--- src/rtl/detector_jogada_pkg.sv ---
// Shared definitions for the player-side press detector and its consumers.
package detector_jogada_pkg;

  // Button count shared with the control unit and datapath.
  localparam int N_BOTOES_PADRAO = 4;

  // 1 ms of stability at 50 MHz.
  localparam int DEBOUNCE_PADRAO = 50000;

  // FSM state codes, also exported on db_estado.
  typedef enum logic [2:0] {
    OCIOSO       = 3'd0,
    FILTRA_PRESS = 3'd1,
    PULSO        = 3'd2,
    SEGURA       = 3'd3,
    FILTRA_SOLTA = 3'd4
  } estado_t;

endpackage

--- src/rtl/detector_jogada_sincronizador.sv ---
// N-bit two-flop synchroniser for the raw, asynchronous push-buttons.
module detector_jogada_sincronizador #(
  parameter int LARGURA = 4
) (
  input  logic               clock,
  input  logic               reset,
  input  logic [LARGURA-1:0] entrada,
  output logic [LARGURA-1:0] saida
);

  logic [LARGURA-1:0] meta_p0;

  // First flop may go metastable; the second gives it a full cycle to settle.
  always_ff @(posedge clock or negedge reset) begin
    if (!reset) begin
      meta_p0 <= '0;
      saida   <= '0;
    end else begin
      meta_p0 <= entrada;
      saida   <= meta_p0;
    end
  end

endmodule

--- src/rtl/detector_jogada.sv ---
// Debounces the push-buttons and turns each valid single-button press into
// a one-cycle jogada pulse, holding the one-hot code on botao_reg.
module detector_jogada
  import detector_jogada_pkg::*;
#(
  parameter int N_BOTOES        = N_BOTOES_PADRAO,
  parameter int DEBOUNCE_CICLOS = DEBOUNCE_PADRAO,
  parameter int W_CONT          = 16
) (
  input  logic                clock,
  input  logic                reset,
  input  logic [N_BOTOES-1:0] botoes,
  input  logic                habilita,
  output logic                jogada,
  output logic [N_BOTOES-1:0] botao_reg,
  output logic                db_multiplo,
  output logic [2:0]          db_estado
);

  localparam logic [W_CONT-1:0] CONT_FIM = W_CONT'(DEBOUNCE_CICLOS - 1);

  estado_t             estado, estado_n;
  logic [W_CONT-1:0]   cont, cont_n;
  logic [N_BOTOES-1:0] padrao, padrao_n;
  logic [N_BOTOES-1:0] botao_reg_n;
  logic                multiplo_n;
  logic [N_BOTOES-1:0] sinc;

  // True when exactly one button is down.
  function automatic logic eh_one_hot(input logic [N_BOTOES-1:0] v);
    int n;
    n = 0;
    for (int i = 0; i < N_BOTOES; i++) n += int'(v[i]);
    return (n == 1);
  endfunction

  detector_jogada_sincronizador #(
    .LARGURA (N_BOTOES)
  ) u_sincronizador (
    .clock   (clock),
    .reset   (reset),
    .entrada (botoes),
    .saida   (sinc)
  );

  // State, debounce counter, captured pattern and held outputs.
  always_ff @(posedge clock or negedge reset) begin
    if (!reset) begin
      estado      <= OCIOSO;
      cont        <= '0;
      padrao      <= '0;
      botao_reg   <= '0;
      db_multiplo <= 1'b0;
    end else begin
      estado      <= estado_n;
      cont        <= cont_n;
      padrao      <= padrao_n;
      botao_reg   <= botao_reg_n;
      db_multiplo <= multiplo_n;
    end
  end

  // Next-state logic: filter the press, decide once, then filter the release.
  always_comb begin
    estado_n    = estado;
    cont_n      = cont;
    padrao_n    = padrao;
    botao_reg_n = botao_reg;
    multiplo_n  = db_multiplo;
    case (estado)
      OCIOSO: begin
        if (sinc != '0) begin
          estado_n = FILTRA_PRESS;
          padrao_n = sinc;
          cont_n   = '0;
        end
      end
      FILTRA_PRESS: begin
        if (sinc == '0) begin
          estado_n = OCIOSO;
        end else if (sinc != padrao) begin
          // Pattern still changing: restart the stability window.
          padrao_n = sinc;
          cont_n   = '0;
        end else if (cont == CONT_FIM) begin
          // habilita only matters here, at the decision point.
          if (!eh_one_hot(padrao)) begin
            estado_n   = SEGURA;
            multiplo_n = 1'b1;
          end else if (habilita) begin
            estado_n    = PULSO;
            botao_reg_n = padrao;
          end else begin
            estado_n = SEGURA;
          end
        end else begin
          cont_n = cont + W_CONT'(1);
        end
      end
      PULSO: begin
        estado_n = SEGURA;
      end
      SEGURA: begin
        // Extra buttons pressed while holding are ignored.
        if (sinc == '0) begin
          estado_n = FILTRA_SOLTA;
          cont_n   = '0;
        end
      end
      FILTRA_SOLTA: begin
        if (sinc != '0) begin
          estado_n = SEGURA;
        end else if (cont == CONT_FIM) begin
          estado_n   = OCIOSO;
          multiplo_n = 1'b0;
        end else begin
          cont_n = cont + W_CONT'(1);
        end
      end
      default: begin
        estado_n = OCIOSO;
      end
    endcase
  end

  assign jogada    = (estado == PULSO);
  assign db_estado = estado;

endmodule

--- config.mk ---
export PLATFORM = sky130hd
export DESIGN_NAME = detector_jogada
export DESIGN_NICKNAME = d
export VERILOG_FILES = /design/src/rtl/detector_jogada_pkg.sv /design/src/rtl/detector_jogada_sincronizador.sv /design/src/rtl/detector_jogada.sv
export SDC_FILE = /design/constraint.sdc
export NUM_CORES = 1
export LEC_CHECK = 0
export CORE_MARGIN = 2
export CORE_UTILIZATION = 40
export CTS_CLUSTER_SIZE = 25
export DETAILED_ROUTE_END_ITERATION = 8
export DONT_BUFFER_PORTS = 1
export HOLD_SLACK_MARGIN = 0.1
export SYNTH_ARGS = -nofsm -noshare
export SYNTH_HDL_FRONTEND = slang
export SYNTH_HIERARCHICAL = 1
export SYNTH_SLANG_ARGS = --single-unit
--- constraint.sdc ---
create_clock -name clock -period 4.66 [get_ports clock]
set_input_delay 1.165 -clock clock [delete_from_list [all_inputs] [get_ports clock]]
set_output_delay 1.165 -clock clock [all_outputs]
set_load 0.01 [all_outputs]
* After elaboration in Yosys (flattened, before gate mapping)
Cells that the tools add are included.
** Operators by class
- $add $sub $neg :: 4
- Equal/unequal tests :: 19
- Muxes and demuxes :: 28
- Bitwise logic cells :: 2
- Reductions and logical operators :: 11
** Operators with widths (count)
- 16-bit two-way mux :: 6
- 16-bit one-hot mux with 4 select lines :: 1
- 3-bit two-way mux :: 7
- 2-bit inequality test (second input constant) :: 9
- 16-bit by 1-bit adder with 16-bit output (second input constant) :: 1
- 16-bit == test (second input constant) :: 1
- 3-bit one-hot mux with 5 select lines :: 1
- 4-bit two-way mux :: 3
- 5-bit AND reduction :: 2
- 3-bit inequality test (second input constant) :: 3
- 1-bit two-way mux :: 8
- 4-bit one-hot mux with 2 select lines :: 1
- 4-bit nonzero test :: 2
- 7-bit AND reduction :: 1
- 3-bit by 2-bit == test with 1-bit output (second input constant) :: 2
- 6-bit AND reduction :: 1
- 3-bit by 1-bit adder with 4-bit output :: 1
- 4-bit by 1-bit == test with 1-bit output (second input constant) :: 1
- 4-bit zero test :: 1
- 4-bit inequality test :: 1
- 4-bit AND reduction :: 1
- 2-bit nonzero test :: 2
- 2-bit by 1-bit adder with 3-bit output :: 1
- 3-bit by 1-bit == test with 1-bit output (second input constant) :: 1
- other kinds (5) :: 6
** Word-level totals
- Register bits :: 36

* Longest topological paths before layout
Gate-level depths: netlist (run 1).
- Depth after elaboration :: 9
- Mapped depth :: 9
- Gate-level depth less buffers :: 9

* Hierarchy
Netlist (run 1), hierarchy kept.
** Modules (own cells, without submodules)
- detector_jogada :: instances 1, cells an instance 163, area each 1609.0 µm²
- detector_jogada_sincronizador :: instances 1, cells an instance 8, area each 200.2 µm²

* Worst setup path after synthesis (run 1)
OpenSTA, ideal clock, no wires.
- Path type :: register -> register
- From :: reg padrao[0]
- To :: reg botao_reg[0]
- Setup time :: 0.128 ns
- Data arrival time :: 2.164 ns
- Data required time :: 4.532 ns
- Setup slack :: 2.368 ns
- Cell stages (with the launch flop) :: 10
- Clock period less this slack :: 2.292 ns
- Cell sequence :: dfrtp_1 inv_1 fa_1 inv_1 ha_1 ha_1 nor2_1 nand3_1 nor2_4 mux2_1
** On the way
- Cells in the longest elaborated chain, start to end :: 5
- Elaborated cells on any way between the ends :: 7
- Those cells by class :: add/sub: 3; eq/ne: 2; bitwise: 1; reduce/logical: 1
** Ends and longest elaborated chain
- from (decl) :: RTL line detector_jogada.sv:24 : logic [N_BOTOES-1:0] padrao, padrao_n;
- from (signal assigned) :: RTL line detector_jogada.sv:57 : padrao <= padrao_n;
- 1-bit by 1-bit adder with 2-bit output :: RTL line detector_jogada.sv:33 : for (int i = 0; i < N_BOTOES; i++) n += int'(v[i]);
- 2-bit by 1-bit adder with 3-bit output :: RTL line detector_jogada.sv:33
- 3-bit by 1-bit adder with 4-bit output :: RTL line detector_jogada.sv:33
- 4-bit by 1-bit == test with 1-bit output :: RTL line detector_jogada.sv:34 : return (n == 1);
- 6-bit AND reduction (no line)
- to (signal assigned) :: RTL line detector_jogada.sv:58 : botao_reg <= botao_reg_n;
- to (decl) :: RTL line detector_jogada.sv:15 : output logic [N_BOTOES-1:0] botao_reg,
Parallel ways exist; a longest one is shown, timed or not.
A chain may end at the register's enable or synchronous reset.

* Final worst setup path (run 1)
- From :: reg estado[1], in the netlist db_estado[1]
- To :: out jogada
** On the way
- Cells in the longest elaborated chain, start to end :: 1
** Ends and longest elaborated chain
- from (decl) :: RTL line detector_jogada.sv:22 : estado_t estado, estado_n;
- from (signal assigned) :: RTL line detector_jogada.sv:55 : estado <= estado_n;
- 3-bit by 2-bit == test with 1-bit output :: RTL line detector_jogada.sv:126 : assign jogada = (estado == PULSO);
- to (decl) :: RTL line detector_jogada.sv:14 : output logic jogada,
No other way between the ends.

==> out/summary.log, run 1 <==
[logic_synthesis] area fraction in compound gates after synthesis 13.4%
[critical_path] type of element launching the critical path flip-flop
[outcome] status complete, no violations
[global_route] vias in the first global route 1204
[critical_path] critical path's top delay family flip-flops
[logic_synthesis] count leader, synth sky130_fd_sc_hd__dfrtp_1
[global_route] leftover overflow at the end of global routing 0
[critical_path] Slowest cell on crit path sky130_fd_sc_hd__dfrtp_1
[min_path] worst min-delay path category reg -> reg
[finish] Storage cell area 901 um2
[timing] RSZ-0062 raised after global routing false
[die] boundary pin count 16
[logic_synthesis] FFs w/ async S/R, synth 100%
[timing] max-slew violation total from the final report 0
[clock_network] CTS H-tree depth 2
[die] number of cell rows 24
[clock_network] CTS max path bufs 2
[route] 1st-pass router iterations 4
[critical_path] largest fanout on the critical path 12
[critical_path] crit-path cells nor3b_1
[place] Final HPWL DP 2250 um
[logic_synthesis] area share of and/or/nand/nor cells after synthesis 20.9%
[die] Initial Utilization 41.6%
[critical_path] start-to-end type of the worst setup path reg -> out
[timing] Relative slew margins 44.2%
[global_route] number of antenna violations at the first check in global routing 0
[place] buffers added on ports 0
[critical_path] worst endpoint required time 3.49 ns
[route] number of vias in the routed layout 1275
[logic_synthesis] Synth cell types 45
[logic_synthesis] Mean Syn Cell Area 10.6 um2
[clock_network] Skew-Pair Late Insertion Delay 0.29 ns
[route] detail-routed net length per standard cell 14.7 um
[die] Die X 71.3 um
[timing] worst-margin pin slew 0.831 ns
[logic_synthesis] largest area contributor in the netlist sky130_fd_sc_hd__dfrtp_1
[timing] Final Hold Violating Endpoints 0
[logic_synthesis] cell area after synthesis 0.00181 mm2
[route] remaining number of nets flagged by the antenna check after routing 0
[timing] worst hold margin 0.350 ns
[logic_synthesis] most used standard cells in the synthesized netlist sky130_fd_sc_hd__dfrtp_1, sky130_fd_sc_hd__nor2_1, sky130_fd_sc_hd__xor2_1
[global_route] global routing usage summed across all routing layers 15.1%
[critical_path] peak per-stage delay on the critical path 0.62 ns
[timing] Final Critical Period 2.47 ns
[die] Die ar. 0.00508 mm2
[critical_path] CP Buf/Inv Count 0
[timing] number of endpoints failing setup at the final stage 0
[logic_synthesis] share of the synthesized netlist area taken by xor and xnor gates 6.29%
[route] DR vias/cell 5.62
[logic_synthesis] combinational family with the most area after synthesis simple AND/OR/NAND/NOR gates
[clock_network] quantity of gates resized following cts 0
[logic_synthesis] total of flip-flops plus latches after synthesis 36
[logic_synthesis] Post-synth EDFFs 0
[finish] number of flip-flops in the largest register 16
[logic_synthesis] Yosys top cell area share 49.8%
[timing] final worst path period share 53.0%
[flow_run] count of maximum capacitance violations 0
[clock_network] clock buffer count from CTS 5
[logic_synthesis] Synth Flop Type sky130_fd_sc_hd__dfrtp_1
[finish] n_diodes 0
[global_route] largest net degree at the start of global routing 37
[logic_synthesis] Warnings, synthesis 6
[logic_synthesis] post-synthesis sequential area ratio 49.8%
[timing] largest clock skew in the final design 0.00794 ns
[route] Post-Route WL 3340 um
[logic_synthesis] top post-synthesis cells by area sky130_fd_sc_hd__dfrtp_1, sky130_fd_sc_hd__xor2_1, sky130_fd_sc_hd__nor2_1, sky130_fd_sc_hd__mux2_1, sky130_fd_sc_hd__nand2_1
[die] core box area 0.00435 mm2
[clock_network] Post-CTS Hold Fix Bufs 0
[logic_synthesis] multiplexer share of the synthesized area 3.67%
[timing] total negative slack for setup checks 0 ns
[finish] FILL cells 409
[logic_synthesis] cell count after synthesis 171
[global_route] global-route wire length before repair 5930 um
[finish] register with the most flip-flops cont
[place] global placer's final weighted congestion 0.770
[clock_network] clock transition at the registers of the reported paths 0.08 ns
[power_and_ir_drop] Overall Power 0.647 mW
[finish] area used by multi-input combinational logic 858 um2
[finish] fraction of layout cells with a size suffix above 1 10.9%
[power_and_ir_drop] peak supply drop 0.000144 V
[clock_network] clock tree from TritonCTS done
[clock_network] Post-CTS Setup Bufs 0
[route] # DRC 0
[critical_path] data arrival time at the worst-slack endpoint 1.31 ns
[clock_network] clock sink count 36
[finish] number of nets in the layout 185
[critical_path] CP Capture Type primary output
[clock_network] clock root cell sky130_fd_sc_hd__clkbuf_8
[power_and_ir_drop] leak pwr 0.831 nW
[power_and_ir_drop] power density over the cells 328 mW/mm2
[route] Detailed Route Iter0 Violations 78
[logic_synthesis] Net Count, Synth 182
[die] height of the chip 71.3 um
[logic_synthesis] arithmetic-cell share of the synthesized area counting full adders, half adders and majority gates 3.18%
[finish] area grow syn2layout 8.85%
[timing] maximum frequency from static timing analysis 0.405 GHz
-- cell families after synthesis --
logic type               Yosys count
multiplexers                       6
AND/OR/NAND/NOR                   63
adder cells (fa/ha/maj)            4
flip-flops                        36
AO/OA/AOI/OAI                     36
buffers and inverters             13
XOR/XNOR                          13
-- power breakdown --
| part | switching, mW | internal, mW | total (mW) |
|---|---|---|---|
| logic | 0.0272 | 0.0193 | 0.0465 |
| clock network | 0.111 | 0.159 | 0.269 |
| registers | 0.00977 | 0.321 | 0.331 |
| total | 0.148 | 0.499 | 0.647 |
-- area by class of cell --
type                    count  share of cell area (%)
inverters                   8                    1.52
clock inverters             2                    1.78
multi-input cells         122                    43.6
repair buffers              1                   0.381
flip-flops and latches     36                    45.7
clock buffers               6                    3.68
well taps                  52                    3.30
-- placed cells by master (no fill, tap or decap), types with 3 or more instances in the layout --
cell type                  synthesis  routed
sky130_fd_sc_hd__clkbuf_8          0       5
sky130_fd_sc_hd__a22o_1            3       3
sky130_fd_sc_hd__a21oi_1           7       7
sky130_fd_sc_hd__nor2_1           19      19
sky130_fd_sc_hd__inv_1             8       8
sky130_fd_sc_hd__o21ai_0           8       8
sky130_fd_sc_hd__nand2_1          11      11
sky130_fd_sc_hd__nand4_1           3       3
sky130_fd_sc_hd__o21ai_1           3       3
sky130_fd_sc_hd__xor2_1           12      12
sky130_fd_sc_hd__mux2_1            4       4
sky130_fd_sc_hd__ha_1              3       3
sky130_fd_sc_hd__or4_1             3       3
sky130_fd_sc_hd__dfrtp_1          36      36
sky130_fd_sc_hd__or3_1             5       5
sky130_fd_sc_hd__nand3_1           6       6
-- per-layer routing --
layer | track usage [%] | part of all wire (%) | vias up
met4 | 6.29 | 1.2 | 0
met5 | 0 | 0 | -
met1 | 21.4 | 48 | 614
met3 | 4.64 | 5.4 | 5
met2 | 21.4 | 45 | 38
li1 | - | - | 618
-- through the flow --
stage / cells / util, % / setup WS, ns / area (um2)
detailed placement: 219 / 42.8 / 2.24 / 1860
global route: 227 / 45.2 / 2.09 / 1970
global placement: 219 / 42.8 / 2.32 / 1860
CTS: 227 / 45.2 / 2.18 / 1970
finish: 227 / 45.2 / 2.19 / 1970
floorplan: 171 / - / 2.37 / 1810
-- final timing paths --
path	start	endpoint	slack [ns]	cells past startpoint
worst max-delay path	db_estado[1]$_DFFE_PN0P_	jogada	2.19	1
worst min register to register	u_sincronizador/meta_p0[1]$_DFF_PN0_	u_sincronizador/saida[1]$_DFF_PN0_	0.35	0
min in group asynchronous	reset	db_estado[0]$_DFFE_PN0P_	0.56	0
max in group asynchronous	reset	cont[0]$_DFFE_PN0P_	4.01	0
worst max register to register	padrao[0]$_DFFE_PN0P_	botao_reg[1]$_DFFE_PN0P_	2.24	9
worst min-delay path	u_sincronizador/meta_p0[1]$_DFF_PN0_	u_sincronizador/saida[1]$_DFF_PN0_	0.35	0
Note: power is estimated with default switching activity, not from simulation.
==> run 2, diff against run 1 <==
==> constraint.sdc (replaced) <==
create_clock -name clock -period 2.29 [get_ports clock]
set_input_delay 0.5725 -clock clock [delete_from_list [all_inputs] [get_ports clock]]
set_output_delay 0.5725 -clock clock [all_outputs]
set_load 0.01 [all_outputs]
==> run 2 against run 1 <==
Net effect:
- utilization increased by 4.0 points
- first-iteration DRC count increased by 33%
- die area unchanged
- non-clock buffer count increased by 18
==> out/summary.log, run 2 (synthesis results as in run 1) <==
[outcome] status complete, no violations
[finish] area grow syn2layout 18.5%
[clock_network] clock buffer count from CTS 5
[global_route] number of antenna violations at the first check in global routing 0
[global_route] largest net degree at the start of global routing 37
[finish] register with the most flip-flops cont
[die] core box area 0.00435 mm2
[place] placement-stage worst setup slack -0.0497 ns
[power_and_ir_drop] Clock Power Share 34.6%
[finish] number of nets in the layout 203
[route] Detailed Route Iter0 Violations 104
[clock_network] clock sink count 36
[min_path] worst min-delay path category in -> async
[critical_path] type of element launching the critical path flip-flop
[finish] n_diodes 0
[critical_path] CP Capture Type flip-flop
[place] buffers added on ports 0
[die] Die ar. 0.00508 mm2
[critical_path] largest fanout on the critical path 4
[global_route] vias in the first global route 1424
[place] Final HPWL DP 2730 um
[timing] Final Hold Violating Endpoints 0
[critical_path] crit-path cells inv_2, fa_1, inv_1, ha_2, ha_4, nor2_4, nand3_2, nor2_4, mux2_4
[global_route] global-route wire length before repair 6600 um
[power_and_ir_drop] Internal Pwr Total 0.964 mW
[flow_run] count of maximum capacitance violations 0
[timing] largest clock skew in the final design 0.00361 ns
[place] number of placed instances with taps included 235
[clock_network] Skew-Pair Late Insertion Delay 0.29 ns
[die] boundary pin count 16
[clock_network] clock root cell sky130_fd_sc_hd__clkbuf_8
[die] Die X 71.3 um
[power_and_ir_drop] leak pwr 0.907 nW
[finish] most frequent cells in the layout sky130_fd_sc_hd__dfrtp_1, sky130_fd_sc_hd__nor2_1, sky130_fd_sc_hd__buf_4
[finish] FILL cells 389
[clock_network] CTS max path bufs 2
[global_route] leftover overflow at the end of global routing 0
[power_and_ir_drop] sequential cell fraction of total power 50.8%
[finish] Storage cell area 901 um2
[critical_path] peak per-stage delay on the critical path 0.53 ns
[finish] area used by multi-input combinational logic 901 um2
[critical_path] critical path's top delay family adder cells
[finish] Util after Layout 49.3%
[timing] RSZ-0062 raised after global routing true
[power_and_ir_drop] power density over the cells 613 mW/mm2
[timing] worst hold margin 0.100 ns
[clock_network] clock tree from TritonCTS done
[timing] max-slew violation total from the final report 0
[timing] Final Critical Period 2.26 ns
[clock_network] clock transition at the registers of the reported paths 0.08 ns
[power_and_ir_drop] combinational fraction of design power 14.6%
[die] number of cell rows 24
[route] 1st-pass router iterations 4
[route] Post-Route WL 3740 um
[critical_path] most frequent cell on the critical path sky130_fd_sc_hd__nor2_4
[power_and_ir_drop] total net switching power 0.351 mW
[timing] worst-margin pin slew 0.568 ns
[clock_network] CTS H-tree depth 2
[route] # DRC 0
[power_and_ir_drop] Overall Power 1.32 mW
[critical_path] Slowest cell on crit path sky130_fd_sc_hd__fa_1
[route] number of vias in the routed layout 1353
[timing] maximum frequency from static timing analysis 0.443 GHz
[global_route] global routing usage summed across all routing layers 16.6%
[die] height of the chip 71.3 um
[finish] commonest non-fill, non-tap cell in the layout sky130_fd_sc_hd__dfrtp_1
[timing] Relative slew margins 61.9%
[critical_path] CP Buf/Inv Count 2
[finish] fraction of layout cells with a size suffix above 1 24.9%
[power_and_ir_drop] peak supply drop 0.000330 V
[power_and_ir_drop] proportion of total power due to net switching 26.7%
[finish] number of flip-flops in the largest register 16
[finish] final cell count without fillers 245
[route] DR vias/cell 5.52
[critical_path] start-to-end type of the worst setup path reg -> reg
[place] global placer's final weighted congestion 0.858
[timing] least setup slack across all paths after layout 0.0341 ns
[timing] final worst path period share 98.5%
[route] detail-routed net length per standard cell 15.2 um
[route] remaining number of nets flagged by the antenna check after routing 0
[critical_path] worst endpoint required time 2.46 ns
[die] Initial Utilization 41.6%
[critical_path] data arrival time at the worst-slack endpoint 2.43 ns
[timing] number of endpoints failing setup at the final stage 0
## run 2: cell types whose count changed in the layout (fill, tap and decap cells not counted), moves of 2 or more
cell,delta
sky130_fd_sc_hd__inv_1,-2
sky130_fd_sc_hd__ha_1,-2
sky130_fd_sc_hd__mux2_4,+4
sky130_fd_sc_hd__buf_4,+17
sky130_fd_sc_hd__clkinvlp_4,+2
sky130_fd_sc_hd__mux2_1,-4
sky130_fd_sc_hd__inv_2,+2
## run 2: area by class of cell
| class | count | area share [%] |
|---|---|---|
| Inverter | 8 | 1.40 |
| Timing Repair Buffer | 19 | 7.23 |
| Clock buffer | 5 | 3.21 |
| Clock inverter | 3 | 1.11 |
| Sequential cell | 36 | 42.0 |
| Tap cell | 52 | 3.03 |
| Multi-Input combinational cell | 122 | 42.0 |
## run 2: per-layer routing
layer	part of all wire, %	vias to the layer above	routed length (um)	global-route usage [%]
met5	0	-	0	0
met4	0.78	0	29	6.50
met3	3.9	2	145	4.64
met2	52	27	1960	27.0
met1	43	672	1610	21.2
li1	-	652	-	-
## run 2: timing repair
action	4_1_cts	5_1_grt
hold endpoints to repair	36	0
gates resized for setup	3	8
setup endpoints to repair	4	6
buffers inserted	1	0
pin swaps	3	5
hold buffers	1	0
## run 2: power by group through the flow
stage | clock network (mW) | registers [mW] | logic, mW
CTS | 0.477 | 0.667 | 0.169
detailed placement | 0 | 0.680 | 0.132
global placement | 0 | 0.679 | 0.128
finish | 0.455 | 0.668 | 0.192
floorplan | 0 | 0.680 | 0.0787
global route | 0.507 | 0.671 | 0.214
## run 2: per-stage QoR
step | cell area (um2) | setup TNS [ns]
3_5_place_dp | 1980 | -0.137
5_1_grt | 2140 | -0.245
2_1_floorplan | 1810 | 0
6_report | 2140 | 0
3_3_place_gp | 1980 | 0
4_1_cts | 2110 | -0.0408
## run 2: final timing paths
path / depth (start not counted) / slack [ns] / endpoint / start
max: 9 / 0.03 / botao_reg[3]$_DFFE_PN0P_ / padrao[3]$_DFFE_PN0P_
max reg2reg: 9 / 0.03 / botao_reg[3]$_DFFE_PN0P_ / padrao[3]$_DFFE_PN0P_
min: 1 / 0.10 / db_estado[0]$_DFFE_PN0P_ / reset
min reg2reg: 0 / 0.35 / u_sincronizador/saida[2]$_DFF_PN0_ / u_sincronizador/meta_p0[2]$_DFF_PN0_
min in group clock: 0 / 0.31 / u_sincronizador/meta_p0[1]$_DFF_PN0_ / botoes[1]
max in group asynchronous: 1 / 2.00 / cont[1]$_DFFE_PN0P_ / reset
==> run 3, diff against run 2 <==
--- a/config.mk
+++ b/config.mk
@@ -11,7 +11,9 @@
 export DETAILED_ROUTE_END_ITERATION = 8
 export DONT_BUFFER_PORTS = 1
 export HOLD_SLACK_MARGIN = 0.1
+export SLEW_MARGIN = 25
 export SYNTH_ARGS = -nofsm -noshare
 export SYNTH_HDL_FRONTEND = slang
 export SYNTH_HIERARCHICAL = 1
 export SYNTH_SLANG_ARGS = --single-unit
+export TNS_END_PERCENT = 5
==> run 3 against run 2 <==
Net effect:
- non-clock buffer count is the same
- die area is the same
- sequential power is essentially flat
- clock skew is the same
- via count is the same
- utilization is the same
- cell count is the same
- sequential cell count is the same
- register-to-register slack is essentially flat
- critical endpoint unchanged
- largest cell class unchanged
- largest power group unchanged
- highest routed layer unchanged
==> out/summary.log, run 3 (synthesis results as in run 1) <==
[critical_path] worst endpoint required time 2.46 ns
[timing] largest clock skew in the final design 0.00361 ns
[timing] Relative slew margins 61.9%
[min_path] worst min-delay path category in -> async
[clock_network] Skew-Pair Late Insertion Delay 0.29 ns
[route] number of vias in the routed layout 1353
[route] met2 wire length 1960 um
[finish] area used by multi-input combinational logic 901 um2
[die] Die ar. 0.00508 mm2
[finish] final cell count without fillers 245
[route] met1 routed wirelength after detailed routing 1610 um
[outcome] status complete, no violations
[die] Initial Utilization 41.6%
[place] buffers added on ports 0
[timing] maximum frequency from static timing analysis 0.443 GHz
[critical_path] CP Capture Type flip-flop
[place] Final HPWL DP 2730 um
[critical_path] type of element launching the critical path flip-flop
[timing] Final Critical Period 2.26 ns
[die] Die X 71.3 um
[clock_network] clock root cell sky130_fd_sc_hd__clkbuf_8
[finish] register with the most flip-flops cont
[route] Detailed Route Iter0 Violations 104
[finish] area grow syn2layout 18.5%
[global_route] global routing usage summed across all routing layers 16.6%
[power_and_ir_drop] power density over the cells 613 mW/mm2
[power_and_ir_drop] leak pwr 0.907 nW
[global_route] global-route wire length before repair 6600 um
[global_route] number of antenna violations at the first check in global routing 0
[global_route] leftover overflow at the end of global routing 0
[die] boundary pin count 16
[route] detail-routed net length per standard cell 15.2 um
[critical_path] largest fanout on the critical path 4
[route] 1st-pass router iterations 4
[timing] total negative slack for setup checks 0 ns
[place] number of placed instances with taps included 235
[clock_network] clock sink count 36
[timing] worst-margin pin slew 0.568 ns
[route] # DRC 0
[critical_path] start-to-end type of the worst setup path reg -> reg
[finish] most frequent cells in the layout sky130_fd_sc_hd__dfrtp_1, sky130_fd_sc_hd__nor2_1, sky130_fd_sc_hd__buf_4
[route] Routed met3 length 145 um
[clock_network] CTS max path bufs 2
[route] remaining number of nets flagged by the antenna check after routing 0
[clock_network] clock buffer count from CTS 5
[timing] Final Hold Violating Endpoints 0
[timing] number of endpoints failing setup at the final stage 0
[die] height of the chip 71.3 um
[finish] number of flip-flops in the largest register 16
[global_route] largest net degree at the start of global routing 37
[clock_network] CTS H-tree depth 2
[clock_network] clock tree from TritonCTS done
[place] global placer's final weighted congestion 0.858
[timing] max-slew violation total from the final report 0
[flow_run] count of maximum capacitance violations 0
[critical_path] internal reg-to-reg setup slack 0.03 ns
[critical_path] data arrival time at the worst-slack endpoint 2.43 ns
[finish] FILL cells 389
[finish] commonest non-fill, non-tap cell in the layout sky130_fd_sc_hd__dfrtp_1
[timing] final worst path period share 98.5%
[global_route] vias in the first global route 1424
[route] Post-Route WL 3740 um
[route] top layer in use met4
[finish] n_diodes 0
[timing] RSZ-0062 raised after global routing true
[finish] fraction of layout cells with a size suffix above 1 24.9%
[die] core box area 0.00435 mm2
[power_and_ir_drop] peak supply drop 0.000330 V
[finish] number of nets in the layout 203
[finish] Storage cell area 901 um2
[clock_network] clock transition at the registers of the reported paths 0.08 ns
[die] number of cell rows 24
[route] DR vias/cell 5.52
[run 3: cell counts in the layout (fill, tap and decap cells not counted)]
Identical to the previous run, type by type.
[run 3: power by group]
| group | switching, mW | total, mW | internal, mW |
|---|---|---|---|
| Clock | 0.240 | 0.455 | 0.215 |
| Combinational | 0.0963 | 0.192 | 0.0961 |
| Sequential | 0.0152 | 0.668 | 0.653 |
[run 3: routing by layer]
layer	vias to the layer above	global-route usage (%)
met2	27	27.0
li1	652	-
met5	-	0
met4	0	6.50
met1	672	21.2
met3	2	4.64
[run 3: worst paths after layout]
| check | startpoint | end | cells past startpoint |
|---|---|---|---|
| hold reg to reg | u_sincronizador/meta_p0[2]$_DFF_PN0_ | u_sincronizador/saida[2]$_DFF_PN0_ | 0 |
| hold / removal | reset | db_estado[0]$_DFFE_PN0P_ | 1 |
| setup reg to reg | padrao[3]$_DFFE_PN0P_ | botao_reg[3]$_DFFE_PN0P_ | 9 |
| setup / recovery | padrao[3]$_DFFE_PN0P_ | botao_reg[3]$_DFFE_PN0P_ | 9 |
| min in group clock | botoes[1] | u_sincronizador/meta_p0[1]$_DFF_PN0_ | 0 |
| max in group asynchronous | reset | cont[1]$_DFFE_PN0P_ | 1 |
[run 3: critical path, cell delays in order, from the launching register on]
cell,delay (ns)
sky130_fd_sc_hd__dfrtp_1,0.37
sky130_fd_sc_hd__inv_2,0.05
sky130_fd_sc_hd__fa_1,0.53
sky130_fd_sc_hd__inv_1,0.04
sky130_fd_sc_hd__ha_2,0.18
sky130_fd_sc_hd__ha_4,0.24
sky130_fd_sc_hd__nor2_4,0.11
sky130_fd_sc_hd__nand3_2,0.11
sky130_fd_sc_hd__nor2_4,0.18
sky130_fd_sc_hd__mux2_4,0.32
[run 3: what timing repair did]
action                                  CTS  global route
gates resized for setup                   3             8
buffers inserted                          1             0
hold endpoints to repair                 36             0
endpoints found under the setup margin    4             6
hold buffers                              1             0
pin swaps                                 3             5
[run 3: final cells by class]
type / instances / area share, %
Clock buffer: 5 / 3.21
Clock inverter: 3 / 1.11
Inverter: 8 / 1.40
Multi-Input combinational cell: 122 / 42.0
Sequential cell: 36 / 42.0
Tap cell: 52 / 3.03
Timing Repair Buffer: 19 / 7.23
[run 3: stage by stage]
| step | utilization (%) | area, um2 | hold WS [ns] | setup WS [ns] | total power [mW] |
|---|---|---|---|---|---|
| 5_1_grt | 49.3 | 2140 | 0.103 | -0.0628 | 1.39 |
| 2_1_floorplan | - | 1810 | 0.277 | 0.0243 | 0.758 |
| 3_3_place_gp | 45.5 | 1980 | 0.278 | 0.0422 | 0.807 |
| 4_1_cts | 48.5 | 2110 | 0.108 | -0.0202 | 1.31 |
| 6_report | 49.3 | 2140 | 0.100 | 0.0341 | 1.32 |
| 3_5_place_dp | 45.5 | 1980 | 0.278 | -0.0497 | 0.812 |
